**config.mk**
```make
export PLATFORM = sky130hd
export DESIGN_NAME = go_move_ctrl
export DESIGN_NICKNAME = d
export VERILOG_FILES = /design/src/rtl/go_move_ctrl.sv
export SDC_FILE = /design/constraint.sdc
export NUM_CORES = 1
export LEC_CHECK = 0
export ABC_AREA = 1
export BUFFER_PORTS_ARGS = -buffer_cell sky130_fd_sc_hd__buf_2
export CORE_ASPECT_RATIO = 0.9
export CORE_MARGIN = 8
export CORE_UTILIZATION = 40
export DETAILED_ROUTE_END_ITERATION = 6
export PLACE_DENSITY = 0.71
export SLEW_MARGIN = 40
export SYNTH_ARGS = -nofsm -noshare
export SYNTH_HDL_FRONTEND = slang
export SYNTH_SLANG_ARGS = --single-unit
```
**constraint.sdc**
```tcl
create_clock -name vclock_in -period 3.4 [get_ports vclock_in]
set_input_delay 0.34 -clock vclock_in [delete_from_list [all_inputs] [get_ports vclock_in]]
set_output_delay 0.34 -clock vclock_in [all_outputs]
set_load 0.02 [all_outputs]
```
**src/rtl/go_move_ctrl.sv**
```systemverilog
// go_move_ctrl: 9x9 Go board owner; cursor, placement, turns, passes, frame-aligned board writes
module go_move_ctrl #(
    parameter bit COMMIT_ON_FRAME = 1'b1,
    parameter bit WRAP_CURSOR     = 1'b0,
    parameter int START_ROW       = 4,
    parameter int START_COL       = 4
) (
    input  logic         vclock_in,
    input  logic         reset_in,
    input  logic         up_in,
    input  logic         down_in,
    input  logic         left_in,
    input  logic         right_in,
    input  logic         place_in,
    input  logic         pass_in,
    input  logic         frame_start_in,
    output logic [161:0] board_out,
    output logic [3:0]   cursor_row_out,
    output logic [3:0]   cursor_col_out,
    output logic         turn_out,
    output logic [7:0]   move_count_out,
    output logic         busy_out,
    output logic         reject_out,
    output logic         game_over_out
);
    typedef enum logic [2:0] {CLEAR, IDLE, PENDING, COMMIT, DONE} state_t;

    state_t         state, state_n;
    logic [6:0]     clr_idx, clr_idx_n, pend_idx, pend_idx_n, cur_idx;
    logic [1:0]     pend_col, pend_col_n, passes, passes_n, cur_cell;
    logic [5:0]     btn, hist, press;
    logic [161:0]   board_n;
    logic [3:0]     row_n, col_n;
    logic           turn_n, reject_n;
    logic [7:0]     mc_n;

    assign btn      = {place_in, pass_in, up_in, down_in, left_in, right_in};
    assign press    = btn & ~hist;
    assign cur_idx  = 7'(cursor_row_out) * 7'd9 + 7'(cursor_col_out);
    assign cur_cell = board_out[{cur_idx, 1'b0} +: 2];

    // Next-state and next-value logic; one action per cycle in IDLE, by priority
    always_comb begin
        state_n    = state;
        clr_idx_n  = clr_idx;
        pend_idx_n = pend_idx;
        pend_col_n = pend_col;
        passes_n   = passes;
        board_n    = board_out;
        row_n      = cursor_row_out;
        col_n      = cursor_col_out;
        turn_n     = turn_out;
        mc_n       = move_count_out;
        reject_n   = 1'b0;
        case (state)
            CLEAR: begin
                board_n[{clr_idx, 1'b0} +: 2] = 2'b00;
                clr_idx_n = clr_idx + 7'd1;
                state_n   = (clr_idx == 7'd80) ? IDLE : CLEAR;
            end
            IDLE: begin
                if (press[5]) begin
                    if (cur_cell != 2'b00) begin
                        reject_n = 1'b1;
                    end else begin
                        pend_idx_n = cur_idx;
                        pend_col_n = turn_out ? 2'b10 : 2'b01;
                        state_n    = PENDING;
                    end
                end else if (press[4]) begin
                    turn_n   = ~turn_out;
                    passes_n = passes + 2'd1;
                    state_n  = (passes == 2'd1) ? DONE : IDLE;
                end else if (press[3]) begin
                    row_n = (cursor_row_out == 4'd0) ? (WRAP_CURSOR ? 4'd8 : 4'd0) : cursor_row_out - 4'd1;
                end else if (press[2]) begin
                    row_n = (cursor_row_out == 4'd8) ? (WRAP_CURSOR ? 4'd0 : 4'd8) : cursor_row_out + 4'd1;
                end else if (press[1]) begin
                    col_n = (cursor_col_out == 4'd0) ? (WRAP_CURSOR ? 4'd8 : 4'd0) : cursor_col_out - 4'd1;
                end else if (press[0]) begin
                    col_n = (cursor_col_out == 4'd8) ? (WRAP_CURSOR ? 4'd0 : 4'd8) : cursor_col_out + 4'd1;
                end
            end
            PENDING: state_n = (!COMMIT_ON_FRAME || frame_start_in) ? COMMIT : PENDING;
            COMMIT: begin
                board_n[{pend_idx, 1'b0} +: 2] = pend_col;
                turn_n   = ~turn_out;
                mc_n     = (move_count_out == 8'hFF) ? move_count_out : move_count_out + 8'd1;
                passes_n = 2'd0;
                state_n  = IDLE;
            end
            default: ;
        endcase
    end

    // State register and registered outputs; button history tracks levels in every state
    always_ff @(posedge vclock_in) begin
        if (!reset_in) begin
            state          <= CLEAR;
            clr_idx        <= 7'd0;
            pend_idx       <= 7'd0;
            pend_col       <= 2'b00;
            passes         <= 2'd0;
            hist           <= 6'h3F;
            board_out      <= '0;
            cursor_row_out <= 4'(START_ROW);
            cursor_col_out <= 4'(START_COL);
            turn_out       <= 1'b0;
            move_count_out <= 8'd0;
            busy_out       <= 1'b1;
            reject_out     <= 1'b0;
            game_over_out  <= 1'b0;
        end else begin
            state          <= state_n;
            clr_idx        <= clr_idx_n;
            pend_idx       <= pend_idx_n;
            pend_col       <= pend_col_n;
            passes         <= passes_n;
            hist           <= btn;
            board_out      <= board_n;
            cursor_row_out <= row_n;
            cursor_col_out <= col_n;
            turn_out       <= turn_n;
            move_count_out <= mc_n;
            busy_out       <= (state_n == CLEAR) || (state_n == PENDING) || (state_n == COMMIT);
            reject_out     <= reject_n;
            game_over_out  <= (state_n == DONE);
        end
    end
endmodule

```
After elaboration in Yosys (flattened, before gate mapping)
Cells that the tools add are included.
- bits in registers: 209
- bits in latches: 0
- memory bits (writable): 0
- memory bits (read-only): 0
- logic and storage cells: 95
- memories: 0
- add/sub/neg operators: 10
- multipliers: 1
- div/mod/pow operators: 0
- magnitude comparators: 0
- eq/ne operators: 13
- shifts and indexed selects: 5
- muxes and demuxes: 26
- bitwise logic cells: 9
- reduce and logical (&&, ||, !) cells: 17
- operators by type and width (operator ; number):
    162-bit bitwise mux ; 2
    162-bit one-hot mux with 2 select lines ; 1
    2-bit by 10-bit variable shift with 162-bit output (first input constant) ; 2
    162-bit by 9-bit indexed part select with 2-bit output ; 1
    2-bit by 10-bit indexed part select with 162-bit output ; 1
    2-bit by 10-bit indexed part select with 162-bit output (first input constant) ; 1
    4-bit 2-to-1 mux ; 8
    8-bit negator with 10-bit output ; 2
    3-bit by 2-bit == test with 1-bit output (second input constant) ; 4
    3-bit 2-to-1 mux ; 4
    3-bit one-hot mux with 4 select lines ; 1
    2-bit nonzero test ; 5
    3-bit AND reduction ; 3
    4-bit by 1-bit adder with 4-bit output (second input constant) ; 2
    8-bit by 1-bit adder with 8-bit output (second input constant) ; 1
    4-bit == test (second input constant) ; 2
    8-bit == test (second input constant) ; 1
    4-bit zero test ; 2
    4-bit by 1-bit subtractor with 4-bit output (second input constant) ; 2
    7-bit by 1-bit adder with 7-bit output (second input constant) ; 1
    7-bit by 4-bit adder with 7-bit output ; 1
    7-bit == test (second input constant) ; 1
    4-bit by 4-bit multiplier with 7-bit output (second input constant) ; 1
    1-bit NOT ; 7
    16 further kinds ; 25

Logic depth before layout (Yosys ltp)
- depth after elaboration: 10
- gate-level depth with buffers: 21
- gate-level depth less buffers: 19

Least setup slack after synthesis
No wires, ideal clock.
- path kind: register to register
- start point: reg cursor_row_out[1]
- end point: reg pend_idx[1]
- data arrival time: 2.949 ns
- required time: 3.287 ns
- path slack: 0.338 ns
- cell stages (with the launch flop): 18
- buffers on the path: 3
- clock period less this slack: 3.062 ns
- path through: dfxtp_1 ha_1 ha_1 fa_1 clkbuf_1 buf_2 nand3_1 nand3_1 nand2_1 nand2_1 nand2_1 nor2_1 nor2_2 nand2_1 nand2_2 buf_6 o21ai_1 nor2_1
- cells in the longest elaborated chain, start to end: 6
- RTL lines (what ; line ; text):
    from (decl) ; 18 ; output logic [3:0] cursor_row_out,
    from (signal assigned) ; 106 ; cursor_row_out <= 4'(START_ROW);
    from (signal assigned) ; 121 ; cursor_row_out <= row_n;
    4-bit by 4-bit multiplier with 7-bit output ; 39 ; assign cur_idx = 7'(cursor_row_out) * 7'd9 + 7'(cursor_col_out);
    7-bit by 4-bit adder with 7-bit output ; 39 ;
    via cur_idx[2] ; 29 ; logic [6:0] clr_idx, clr_idx_n, pend_idx, pend_idx_n, cur_idx;
    162-bit by 9-bit indexed part select with 2-bit output ; 40 ; assign cur_cell = board_out[{cur_idx, 1'b0} +: 2];
    2-bit nonzero test ; 63 ; if (cur_cell != 2'b00) begin
    1-bit NOT (no line) ; - ;
    3-bit AND reduction (no line) ; - ;
    to (signal assigned) ; 116 ; pend_idx <= pend_idx_n;
    to (decl) ; 29 ;
The timed path passes the listed nets, and every way through them passes these cells.
A chain may end at the register's enable or synchronous reset.

Worst setup path after layout
- start point: reg cursor_row_out[1]
- end point: reg pend_idx[6]
Same word-level chain as after synthesis.

==> metrics.cfg <==
[grt]
grt_pass1_vias = 13071
grt.overflow.total = 0
antenna_found_initial = 1
grt_max_degree = 97
grt_pass1_wl_mm = 75.0
grt_use_total = 0.266

[routing]
wl_mm = 49.9
drtIter0Drc = 1445
drc = 0
ant_nets = 0
via_per_inst = 5.40
num_vias = 13809
dr.pass1.iters = 6
wl_per_cell_um = 19.5

[clock_network]
clock-root-buffer = clkbuf_16
numClockSinks = 209
cts_inserted_buffers = 24
postCtsSetupRepairBufs = 0
clk_pin_slew_ns = 0.06
tritoncts = done
clk_latency_ns = 0.53
h-tree-depth = 1
clk_path_buf_depth = 3

[floorplanning]
die_w_um = 198
num_rows = 60
initial_core_util = 0.404
io-pin-count = 191
die_h_um = 180
coreArea_um2 = 29700
dieArea_um2 = 35800

[logic_synthesis]
synth_cell_type_count = 43
syn_nets = 1974
async_reset_ff_frac = 0
ys.flop_type = dfxtp_1
syn_inst = 1938
synth.top_cell.area_share = 0.349
synth.avg_cell_area_um2 = 6.18
ys_seq_elements = 209
seq_area_frac_synth = 0.349
yosysWarnings = 0
synthTopCellsByArea = dfxtp_1 35%, nand2_1 19%, a21oi_1 9.1%
synth_edf_count = 0
synth.largest_area_cell = dfxtp_1
syn_area_um2 = 12000

[setup_path]
end_kind = register
timing.critical_path.mode_cell = nand2_1
slowest_stage = fa_1
path_class = register to register
critPathLaunchType = register
crit_path_max_fanout = 17
cp.arrival_ns = 3.61
crit_chain = ha_1 > ha_1 > fa_1 > clkinv_1 > buf_4 > nand3_1 > nand3_1 > nand2_1 > nand2_1 > nand2_1 > nand2_1 > nor2_1 > nor2_2 > nand2_1 > nand2_2 > inv_2 > nand2_1 > nand2_1 > nor2_1
worstPathRequired_ns = 3.83
critPathMaxStageDelay_ns = 0.60

[layout]
drive_gt1_frac = 0.151
seqCellArea_um2 = 4190
final_common_cell = nand2_1
nFillCells = 3070
multi_input_area_um2 = 6560
utilization = 0.487
num_antenna_cells = 0
area_delta_synth_final_pct = 20.5
design_area_um2 = 14400
final_nets = 2175
final_cell_mix = 594 x nand2_1, 219 x a21oi_1, 211 x inv_1
layoutNonFillerInstCount = 2559

[status]
status = finished, final reports clean

[power_and_ir_drop]
ir_drop_uv = 474
leakagePower_nw = 5.89
finalPower_mw = 5.54
p_per_area_nw_per_um2 = 384

[flow_run]
drv_cap = 0

[place]
place_congestion = 0.989
port_buffers = 190
hpwl_mm = 38.0
dp_cells = 2510
place_ws_ns = 0.257
place_area_um2 = 13500

[timing]
rsz0062_at_grt = false
fin_skew_ns = 0.00787
setup_violations = 0
relSlewSlack = 0.481
slew_violations = 0
finalSetupTns_ns = 0
setup_slack_ns = 0.219
fmax_mhz = 314
tightest_slew_ns = 0.778
finalCriticalPeriod_ns = 3.18
hold-worst-slack_ns = 0.112
period_share = 0.936
hold_viol = 0

[hold_path]
hold_class = input port to register

state kept, by name, summed over array words and instances, names as in the netlist:
name and count:
state 3, turn_out 1, hist 6, busy_out 1
pend_col 2, reject_out 1, game_over_out 1, board_out 162
cursor_row_out 4, pend_idx 7, clr_idx 7, cursor_col_out 4
passes 2, move_count_out 8
path summary, 6_finish.rpt:
path	from	end	slack (ns)	cells past startpoint
max	cursor_row_out[1]	pend_idx[6]	0.22	19
min	frame_start_in	busy_out	0.11	3
max reg2reg	cursor_row_out[1]	pend_idx[6]	0.22	19
min reg2reg	passes[1]	passes[1]	0.47	2
cell families (layout without fill, tap and decap cells):
group	Yosys count	in the layout	synth area share
simple gates	1038	1038	0.356
fa+ha+maj	27	27	0.0288
flops	209	209	0.349
buf+inv	306	524	0.104
compound gates	347	347	0.151
xor+xnor	11	11	0.0109
synth_stat cells (2+ instances only):
cell type	n
buf_1	2
dfxtp_1	209
o211ai_1	2
buf_4	8
nand3_1	145
nand2_2	3
nor2_4	3
buf_2	24
clkbuf_1	42
o21ai_1	8
ha_1	26
nor4_1	7
xnor2_2	2
inv_2	12
nor2_2	2
a21oi_1	219
nor3_1	51
xor2_1	4
o21bai_1	2
inv_1	211
xnor2_1	4
nor2_1	209
or2_2	10
a31oi_1	8
nand4_1	11
nand2_1	594
o31ai_1	5
o22ai_1	15
o21ai_0	81
a211oi_1	2
buf_6	5
power breakdown:
part / leakage (nW) / switching (mW) / internal, mW
registers: 1.69 / 0.00424 / 2.46
clock network: 0.403 / 1.06 / 1.66
logic: 3.80 / 0.277 / 0.0857
repair_timing:
item / CTS / global route
endpoints found under the hold margin: 6 / 0
hold buffers: 6 / 0
gates resized for setup: 0 / 3
setup endpoints to repair: 0 / 5
cell type report:
class / instances / share of cell area
Timing Repair Buffer: 257 / 0.105
Multi-Input combinational cell: 1423 / 0.454
Inverter: 224 / 0.0586
Clock inverter: 7 / 0.00789
Tap cell: 403 / 0.0349
Sequential cell: 209 / 0.290
Clock buffer: 36 / 0.0490
worst max-delay path, delay by kind of cell (launching register included):
kind                     cells  cell delay [ns]
adder cells (fa/ha/maj)      3             1.13
buffers and inverters        3             0.46
flip-flops                   1             0.31
AND/OR/NAND/NOR             13             1.17
per-layer routing:
layer	GRT usage	wire length, µm	up-vias
li1	-	-	6620
met1	0.349	20800	6325
met2	0.418	21800	742
met3	0.0627	5280	122
met4	0.103	1970	0
met5	0	0	-
(Power assumes the default switching activity.)
